<file path="src/rtl/mini_cpu_core_pkg.sv">
// Shared constants for the switch-driven mini CPU core:
// opcode encodings and FSM state encodings.
package mini_cpu_core_pkg;

    localparam logic [2:0] OP_LOAD    = 3'd0;
    localparam logic [2:0] OP_ADD     = 3'd1;
    localparam logic [2:0] OP_ADDI    = 3'd2;
    localparam logic [2:0] OP_SUB     = 3'd3;
    localparam logic [2:0] OP_SUBI    = 3'd4;
    localparam logic [2:0] OP_MUL     = 3'd5;
    localparam logic [2:0] OP_CLEAR   = 3'd6;
    localparam logic [2:0] OP_DISPLAY = 3'd7;

    localparam logic [2:0] ST_IDLE  = 3'd0;
    localparam logic [2:0] ST_EXEC  = 3'd1;
    localparam logic [2:0] ST_WRITE = 3'd2;
    localparam logic [2:0] ST_ISSUE = 3'd3;
    localparam logic [2:0] ST_WAIT  = 3'd4;

endpackage

</file>
<file path="src/rtl/mini_cpu_core_if.sv">
// Display controller handshake: start pulse plus the
// opcode/register/value being shown, with busy back-pressure.
interface mini_cpu_core_if #(
    parameter int ADDR_W = 4,
    parameter int DATA_W = 16
);
    logic              disp_start;
    logic              disp_busy;
    logic [2:0]        disp_opcode;
    logic [ADDR_W-1:0] disp_reg_idx;
    logic [DATA_W-1:0] disp_value;

    modport master (
        output disp_start, disp_opcode,
        output disp_reg_idx, disp_value,
        input  disp_busy
    );

    modport slave (
        input  disp_start, disp_opcode,
        input  disp_reg_idx, disp_value,
        output disp_busy
    );
endinterface

</file>
<file path="src/rtl/mini_cpu_core_button_debouncer.sv">
// Synchroniser plus stability counter for the active-low
// send button; emits one-cycle press and release pulses.
module button_debouncer #(
    parameter int DEB_CYCLES = 50000
) (
    input  logic clk,
    input  logic rst_n,
    input  logic btn_n,
    output logic press,
    output logic rel
);
    localparam int CW = $clog2(DEB_CYCLES + 1);

    logic          s1, s2, stable;
    logic [CW-1:0] cnt;

    // Idle level of the button is high, so the synchroniser resets to 1.
    always_ff @(posedge clk or negedge rst_n) begin
        if (!rst_n) begin
            s1     <= 1'b1;
            s2     <= 1'b1;
            stable <= 1'b1;
            cnt    <= '0;
            press  <= 1'b0;
            rel    <= 1'b0;
        end else begin
            s1    <= btn_n;
            s2    <= s1;
            press <= 1'b0;
            rel   <= 1'b0;
            if (s2 == stable) begin
                cnt <= '0;
            end else if (cnt == CW'(DEB_CYCLES - 1)) begin
                stable <= s2;
                cnt    <= '0;
                press  <= ~s2;
                rel    <= s2;
            end else begin
                cnt <= cnt + 1'b1;
            end
        end
    end
endmodule

</file>
<file path="src/rtl/mini_cpu_core.sv">
// Mini CPU core: one instruction per debounced press, executed
// against an internal register file, result handed to the display.
module mini_cpu_core
    import mini_cpu_core_pkg::*;
#(
    parameter  int DATA_W     = 16,
    parameter  int ADDR_W     = 4,
    parameter  int IMM_W      = 6,
    parameter  int DEB_CYCLES = 50000,
    localparam int INSTR_W    = 3 + 2 * ADDR_W + IMM_W + 1
) (
    input  logic               clk,
    input  logic               ligar,
    input  logic [INSTR_W-1:0] instr,
    input  logic               enviar,
    mini_cpu_core_if.master    disp,
    output logic               flag_z,
    output logic               flag_n,
    output logic               flag_v,
    output logic               busy,
    output logic [DATA_W-1:0]  leds_debug
);
    localparam int F    = IMM_W + 1;
    localparam int NREG = 2 ** ADDR_W;
    localparam int M    = DATA_W - 1;

    logic press, rel;

    button_debouncer #(.DEB_CYCLES(DEB_CYCLES)) u_deb (
        .clk   (clk),
        .rst_n (ligar),
        .btn_n (enviar),
        .press (press),
        .rel   (rel)
    );

    logic [2:0]         state;
    logic [INSTR_W-1:0] ir;
    logic [DATA_W-1:0]  rf [NREG];
    logic [DATA_W-1:0]  res_q;
    logic               v_q;

    logic [2:0]        op;
    logic [ADDR_W-1:0] dst, s1a, s2a;
    logic [F-1:0]      field;
    logic [DATA_W-1:0] mag, imm, a, b;

    assign op    = ir[INSTR_W-1 -: 3];
    assign dst   = ir[INSTR_W-4 -: ADDR_W];
    assign s1a   = ir[F+ADDR_W-1 -: ADDR_W];
    assign field = ir[F-1:0];
    assign s2a   = field[F-1 -: ADDR_W];
    assign mag   = {{(DATA_W-IMM_W){1'b0}}, field[IMM_W-1:0]};
    assign imm   = field[IMM_W] ? -mag : mag;
    assign a     = rf[s1a];
    assign b     = rf[s2a];

    logic [DATA_W-1:0]   rhs, sum, res;
    logic [2*DATA_W-1:0] prod;
    logic                sub, ovf, add_ovf;

    // Product of the sign-extended operands; low 2*DATA_W bits are exact.
    assign prod = {{DATA_W{a[M]}}, a} * {{DATA_W{imm[M]}}, imm};

    always_comb begin
        sub     = (op == OP_SUB) || (op == OP_SUBI);
        rhs     = ((op == OP_ADD) || (op == OP_SUB)) ? b : imm;
        sum     = sub ? a - rhs : a + rhs;
        add_ovf = sub ? (a[M] != rhs[M]) && (sum[M] != a[M])
                      : (a[M] == rhs[M]) && (sum[M] != a[M]);
        res     = sum;
        ovf     = add_ovf;
        unique case (1'b1)
            op == OP_LOAD: begin
                res = imm;
                ovf = 1'b0;
            end
            op == OP_MUL: begin
                res = prod[DATA_W-1:0];
                ovf = prod[2*DATA_W-1:DATA_W] != {DATA_W{prod[M]}};
            end
            default: ;
        endcase
    end

    always_ff @(posedge clk or negedge ligar) begin
        if (!ligar) begin
            state             <= ST_IDLE;
            ir                <= '0;
            res_q             <= '0;
            v_q               <= 1'b0;
            flag_z            <= 1'b0;
            flag_n            <= 1'b0;
            flag_v            <= 1'b0;
            disp.disp_opcode  <= '0;
            disp.disp_reg_idx <= '0;
            disp.disp_value   <= '0;
            for (int i = 0; i < NREG; i++) rf[i] <= '0;
        end else begin
            case (state)
                ST_IDLE: if (press) begin
                    ir    <= instr;
                    state <= ST_EXEC;
                end
                ST_EXEC: begin
                    res_q <= res;
                    v_q   <= ovf;
                    state <= ST_WRITE;
                end
                ST_WRITE: begin
                    disp.disp_opcode <= op;
                    state            <= ST_ISSUE;
                    if (op == OP_CLEAR) begin
                        for (int i = 0; i < NREG; i++) rf[i] <= '0;
                        flag_z            <= 1'b0;
                        flag_n            <= 1'b0;
                        flag_v            <= 1'b0;
                        disp.disp_value   <= '0;
                        disp.disp_reg_idx <= dst;
                    end else if (op == OP_DISPLAY) begin
                        disp.disp_value   <= a;
                        disp.disp_reg_idx <= s1a;
                    end else begin
                        rf[dst]           <= res_q;
                        flag_z            <= (res_q == '0);
                        flag_n            <= res_q[M];
                        flag_v            <= v_q;
                        disp.disp_value   <= res_q;
                        disp.disp_reg_idx <= dst;
                    end
                end
                ST_ISSUE: if (!disp.disp_busy) state <= ST_WAIT;
                ST_WAIT:  if (rel) state <= ST_IDLE;
                default:  state <= ST_IDLE;
            endcase
        end
    end

    assign disp.disp_start = (state == ST_ISSUE) && !disp.disp_busy;
    assign busy            = (state != ST_IDLE);
    assign leds_debug      = disp.disp_value;
endmodule
</file>
<file path="src/flat_wrapper.sv">
// flat-port wrapper written by rule: the top's interface ports become plain ports
module mini_cpu_core_flat import mini_cpu_core_pkg::*;
#(
    parameter  int DATA_W     = 16,
    parameter  int ADDR_W     = 4,
    parameter  int IMM_W      = 6,
    parameter  int DEB_CYCLES = 50000,
    localparam int INSTR_W    = 3 + 2 * ADDR_W + IMM_W + 1
)
  (clk, ligar, instr, enviar, flag_z, flag_n, flag_v, busy, leds_debug, disp_disp_start, disp_disp_opcode, disp_disp_reg_idx, disp_disp_value, disp_disp_busy);
  mini_cpu_core_if #(.ADDR_W(ADDR_W), .DATA_W(DATA_W)) disp_i ();
  input  logic clk;
  input  logic ligar;
  input  logic [INSTR_W-1:0] instr;
  input  logic enviar;
  output logic flag_z;
  output logic flag_n;
  output logic flag_v;
  output logic busy;
  output logic [DATA_W-1:0] leds_debug;
  output wire logic [$bits(disp_i.disp_start)-1:0] disp_disp_start;
  output wire logic [$bits(disp_i.disp_opcode)-1:0] disp_disp_opcode;
  output wire logic [$bits(disp_i.disp_reg_idx)-1:0] disp_disp_reg_idx;
  output wire logic [$bits(disp_i.disp_value)-1:0] disp_disp_value;
  input wire logic [$bits(disp_i.disp_busy)-1:0] disp_disp_busy;
  assign disp_disp_start = disp_i.disp_start;
  assign disp_disp_opcode = disp_i.disp_opcode;
  assign disp_disp_reg_idx = disp_i.disp_reg_idx;
  assign disp_disp_value = disp_i.disp_value;
  assign disp_i.disp_busy = disp_disp_busy;
  mini_cpu_core #(.DATA_W(DATA_W), .ADDR_W(ADDR_W), .IMM_W(IMM_W), .DEB_CYCLES(DEB_CYCLES)) u_core (.clk(clk), .ligar(ligar), .instr(instr), .enviar(enviar), .disp(disp_i), .flag_z(flag_z), .flag_n(flag_n), .flag_v(flag_v), .busy(busy), .leds_debug(leds_debug));
endmodule
</file>
<file path="config.mk">
export PLATFORM = sky130hd
export DESIGN_NAME = mini_cpu_core_flat
export DESIGN_NICKNAME = d
export VERILOG_FILES = /design/src/rtl/mini_cpu_core_pkg.sv /design/src/rtl/mini_cpu_core_if.sv /design/src/rtl/mini_cpu_core_button_debouncer.sv /design/src/rtl/mini_cpu_core.sv /design/src/flat_wrapper.sv
export SDC_FILE = /design/constraint.sdc
export NUM_CORES = 1
export LEC_CHECK = 0
export ABC_CLOCK_PERIOD_IN_PS = 11800
export CORE_MARGIN = 2
export CORE_UTILIZATION = 32
export DETAILED_ROUTE_END_ITERATION = 16
export PLACE_DENSITY = 0.54
export SLEW_MARGIN = 20
export SYNTH_ARGS = -nofsm -noshare
export SYNTH_HDL_FRONTEND = slang
export SYNTH_SLANG_ARGS = --single-unit
</file>
<file path="constraint.sdc">
create_clock -name clk -period 11.8 [get_ports clk]
set_clock_uncertainty 0.1 [all_clocks]
set_input_delay 3.54 -clock clk [delete_from_list [all_inputs] [get_ports clk]]
set_output_delay 3.54 -clock clk [all_outputs]
set_load 0.05 [all_outputs]
</file>
# Word-level counts from Yosys, hierarchy flattened
# Index checks and enable logic that the tools add are counted.
# word_totals
reg_bits	341
in_bits	22
out_inout_bits	44
elab_cells	118
# classes
add_sub_neg	4
n_mul	1
magnitude_cmp	4
n_eq_ne	20
n_mux	37
bitwise_logic	5
reduce_logical	15
# ops
operator	n
$mux W256	2
$bwmux W256	1
$mux W16	12
$bmux W16 S4	2
$demux W16 S4	1
$mul A16 B16 Y32	1
$pmux W16 S2	1
$add A16 B1 Y16 const B	1
$add A16 B16 Y16	1
$eq A16 B16 Y1 const B	1
$logic_not A16 Y1	1
$ne A16 B16 Y1	1
$neg A6 Y16	1
$sub A16 B16 Y16	1
$eq A3 B3 Y1 const B	5
$ge A5 B5 Y1 const B	3
$not A4 Y5	3
$pmux W3 S5	1
$mux W1	11
$eq A3 B2 Y1 const B	3
$mux W3	3
$mux W4	2
$eq A3 B1 Y1 const B	2
$logic_not A3 Y1	2
other kinds (13)	24

# Depth between registers and ports, before layout
# depth
ltp_word	11
depth_mapped	35

# By module
# A second synthesis with hierarchy kept.
# hier_totals
cells_unflattened	2822
area_unflattened_um2	28541.1
# modules_own_cells
mod	instances	cells_per_inst	area_per_inst_um2
mini_cpu_core	1	2732	27552.7
button_debouncer	1	90	988.4

# Least setup slack after synthesis
# Ideal clock, no wire load.
# synth_timing
kind	reg-to-reg
start	reg u_core.ir[7]
end	reg u_core.v_q
setup_ps	138
t_arrival_ps	8482
required_ps	11562
setup_slack_ps	3080
stages_incl_launch_ff	28
n_path_buf	4
period_less_slack_ps	8720
path_cell_list	dfrtp_1 buf_1 buf_1 mux4_2 mux4_2 clkbuf_1 and2_1 fa_1 inv_1 fa_1 fa_1 fa_1 fa_1 fa_1 inv_1 ha_1 clkbuf_1 a21oi_1 o21ai_1 a211o_1 or3_1 o31ai_1 nor2_1 a311oi_1 nor4b_1 a22oi_1 o31ai_1 a31oi_1
# synth_via
elab_chain_cells	10
elab_cells_between_ends	16
classes_between	add/sub (2); mul (1); eq/ne (4); mux (6); bitwise (1); reduce/logical (2)
# synth_rtl
element	line	rtl
start: declaration	mini_cpu_core.sv:38	logic [INSTR_W-1:0] ir;
start signal: assignment	mini_cpu_core.sv:102	ir <= instr;
$not A4 Y5 (not written as such) (*)	mini_cpu_core.sv:55	assign a = rf[s1a];
$bmux W16 S4 (*)	mini_cpu_core.sv:55	
$mux W16 (not written as such) (*) (2 in series)	mini_cpu_core.sv:55	
parallel branches: the longest is 5 deep, another holds $mul A16 B16 Y32	--	
$pmux W1 S2 (*)	mini_cpu_core.sv:73	unique case (1'b1)
end signal: assignment	mini_cpu_core.sv:107	v_q <= ovf;
end: declaration	mini_cpu_core.sv:41	logic v_q;
# Mark *: on every way between the ends. The select of a mux whose other input is x is not followed.
# A chain may end at the register's enable or synchronous reset.

# Final worst setup path
# Same ends and word-level chain as after synthesis.

==> results.yml <==
run_status:
  status: "completed"
setup_path:
  regToRegSetupSlack_ps: 2040
  slowest_stage: "dfrtp_4"
  cp_max_fo: 43
  rr_worst_depth: 25
  worstPathArrival_ps: 10080
  worstSetupEndpointType: "flip-flop"
  path_class: "flip-flop to flip-flop"
  cpMostUsedCell: "fa_1"
  required_ps: 12120
  r2r_start: "u_core.ir[7]$_DFFE_PN0P_"
  start_kind: "flip-flop"
  cp_slowest_stage_delay_ps: 1030
  reg2reg_to: "u_core.v_q$_DFFE_PN0P_"
route:
  antenna_left: 0
  drtIter0Drc: 1680
  drt_first_pass_iters: 6
  vias: 21100
  drcViolationCount: 0
  wire_per_inst_um: 21.3
  routed_wl_mm: 83.8
  post_drt_via_cell_ratio: 5.37
synth:
  synth-seq-area-share: 0.301
  yosys.cell_count.top_type: "dfrtp_1"
  synth_area_leaders: "dfrtp_1 (30%), fa_1 (19%), mux4_2 (10%), o21ai_0 (5.4%), nand3_1 (4.6%)"
  async_flop_share: 1.00
  synth_edf_count: 0
  synth_top_area_frac: 0.298
  synth_common_cells: "dfrtp_1 (338), o21ai_0 (304), inv_1 (288), fa_1 (263), nand3_1 (262)"
  synth_area_um2: 28400
  postSynthAreaPerCell_um2: 10.2
  ys.warnings.count: 0
  syn-num-nets: 3175
  ys_types: 90
  ys_ff_latch: 341
  netlist_instances: 2789
  synth_top_area_cell: "dfrtp_1"
  synth_top_flop_cell: "dfrtp_1"
flow_run:
  cap_violations: 0
timing:
  tns_ps: 0
  finalCriticalPeriod_ps: 9760
  relSlewSlack: 0.274
  hold_viol_final: 0
  setup_viol: 0
  fin_crit_sh: 0.827
  rsz0062_at_grt: "false"
  fmax_mhz: 103
  finalMaxSlewViolations: 0
  worst_pin_slew_ps: 1090
finish:
  drive_gt1_frac: 0.116
  n_antenna_cell: 0
  area_growth_pct: 10.4
  fin_nets: 3126
clock_network:
  clk_latency_ps: 590
  root_buffer: "clkbuf_16"
  cts_tree: "done"
  cts-htree-levels: 2
  clock-sinks: 341
  ctsResizeCount: 0
  cts_setup_buffers: 0
  numCtsBuffers: 40
  clockBufferDepth: 3
  holdBufCountCts: 0
  clkTransAtPathRegs_ps: 60
min_path:
  min_path_type: "flip-flop to flip-flop"
  min_delay_path_depth: 0
  hold_end: "u_core.u_deb.s2$_DFF_PN1_"
  worstHoldStart: "u_core.u_deb.s1$_DFF_PN1_"
global_routing:
  gr-total-overflow: 0
  grt.total_usage: 0.187
  grt_pass1_wl_mm: 131
  grt_max_degree: 99
  antenna_found_initial: 2
  grt_pass1_vias: 21500
die:
  fp.dieW_um: 302
  io_pins: 66
  core_area_um2: 88100
  rows: 109
  dieArea_um2: 91100
  die_y_um: 302
  initial_utilization: 0.322
placed_design:
  gp_congestion: 0.871
  place.port_buffers: 65
  place_hpwl_mm: 59.6
==> critical path, delay by kind of cell (launching register included) <==
kind,cells,cell delay [ps]
adders and majority gates,7,3320
and+or+nand+nor,4,940
DFF,1,1030
muxes,2,1300
buffers and inverters,4,760
AOI/OAI and AO/OA,8,2090
==> per-stage QoR <==
stage / utilization / area, um2 / cells / worst slack [ps] / hold slack (ps)
3_5_place_dp: 0.340 / 30000 / 3863 / 2000 / 247
2_1_floorplan: - / 28400 / 2789 / 3080 / 245
4_1_cts: 0.356 / 31400 / 3933 / 1980 / 260
6_report: 0.356 / 31400 / 3933 / 2040 / 261
3_3_place_gp: 0.340 / 30000 / 3863 / 2160 / 248
5_1_grt: 0.356 / 31400 / 3933 / 1230 / 268
==> worst max path at each step <==
stage / from / end / slack [ps] / cells past startpoint
after global placement: u_core.ir[7]$_DFFE_PN0P_ / u_core.v_q$_DFFE_PN0P_ / 2160 / 25
after floorplan: u_core.ir[7]$_DFFE_PN0P_ / u_core.v_q$_DFFE_PN0P_ / 3080 / 27
after global routing: u_core.ir[7]$_DFFE_PN0P_ / u_core.v_q$_DFFE_PN0P_ / 1230 / 25
after detailed placement: u_core.ir[7]$_DFFE_PN0P_ / u_core.v_q$_DFFE_PN0P_ / 2000 / 25
final: u_core.ir[7]$_DFFE_PN0P_ / u_core.v_q$_DFFE_PN0P_ / 2040 / 25
after CTS: u_core.ir[7]$_DFFE_PN0P_ / u_core.v_q$_DFFE_PN0P_ / 1980 / 25
==> area by class of cell <==
type                            instances  area (um2)
Fill cell                            8951       56700
Multi-Input combinational cell       1950       17800
Sequential cell                       341        8550
Tap cell                             1165        1460
Clock buffer                           55        1180
Inverter                              288        1080
Timing Repair Buffer                  119        1060
Clock inverter                         15         193
==> logic make-up (layout without fill, tap and decap cells) <==
logic type,after synthesis,count (layout),share of synthesized area
xor gates and xnor gates,80,80,0.0247
adders and majority gates,364,364,0.230
muxes,198,198,0.131
AOI/OAI and AO/OA,502,502,0.106
and+or+nand+nor,806,806,0.135
DFF,341,341,0.301
buffers and inverters,498,477,0.0723
==> registers in the layout, summed over array words and instances (netlist names), 3 cells and up <==
signal and cells:
u_core.rf 256, u_core.ir 18, u_core.disp.disp_value 16, u_core.res_q 16, u_core.u_deb.cnt 16, u_core.disp.disp_reg_idx 4
u_core.disp.disp_opcode 3, u_core.state 3
==> metal layers <==
| metal | GRT usage | share of wire | vias up | routed length, um |
|---|---|---|---|---|
| met3 | 0.0265 | 0.054 | 115 | 4530 |
| met2 | 0.306 | 0.47 | 584 | 39500 |
| met5 | 0 | 0.00016 | - | 13 |
| li1 | - | - | 9490 | - |
| met1 | 0.259 | 0.45 | 10900 | 37700 |
| met4 | 0.0499 | 0.025 | 2 | 2070 |
==> placed cells by master (no fill, tap or decap), drive strengths merged, types with 64 or more instances in the layout <==
cell           instances
mux4                 136
fa                   263
dfrtp                338
ha                   101
o21ai                308
inv                  289
nor2                 141
nand2                242
clkdlybuf4s50         64
nand3                264
Power is not shown: default switching activity piles up to over one toggle a cycle in this logic, so the estimate is an artifact.
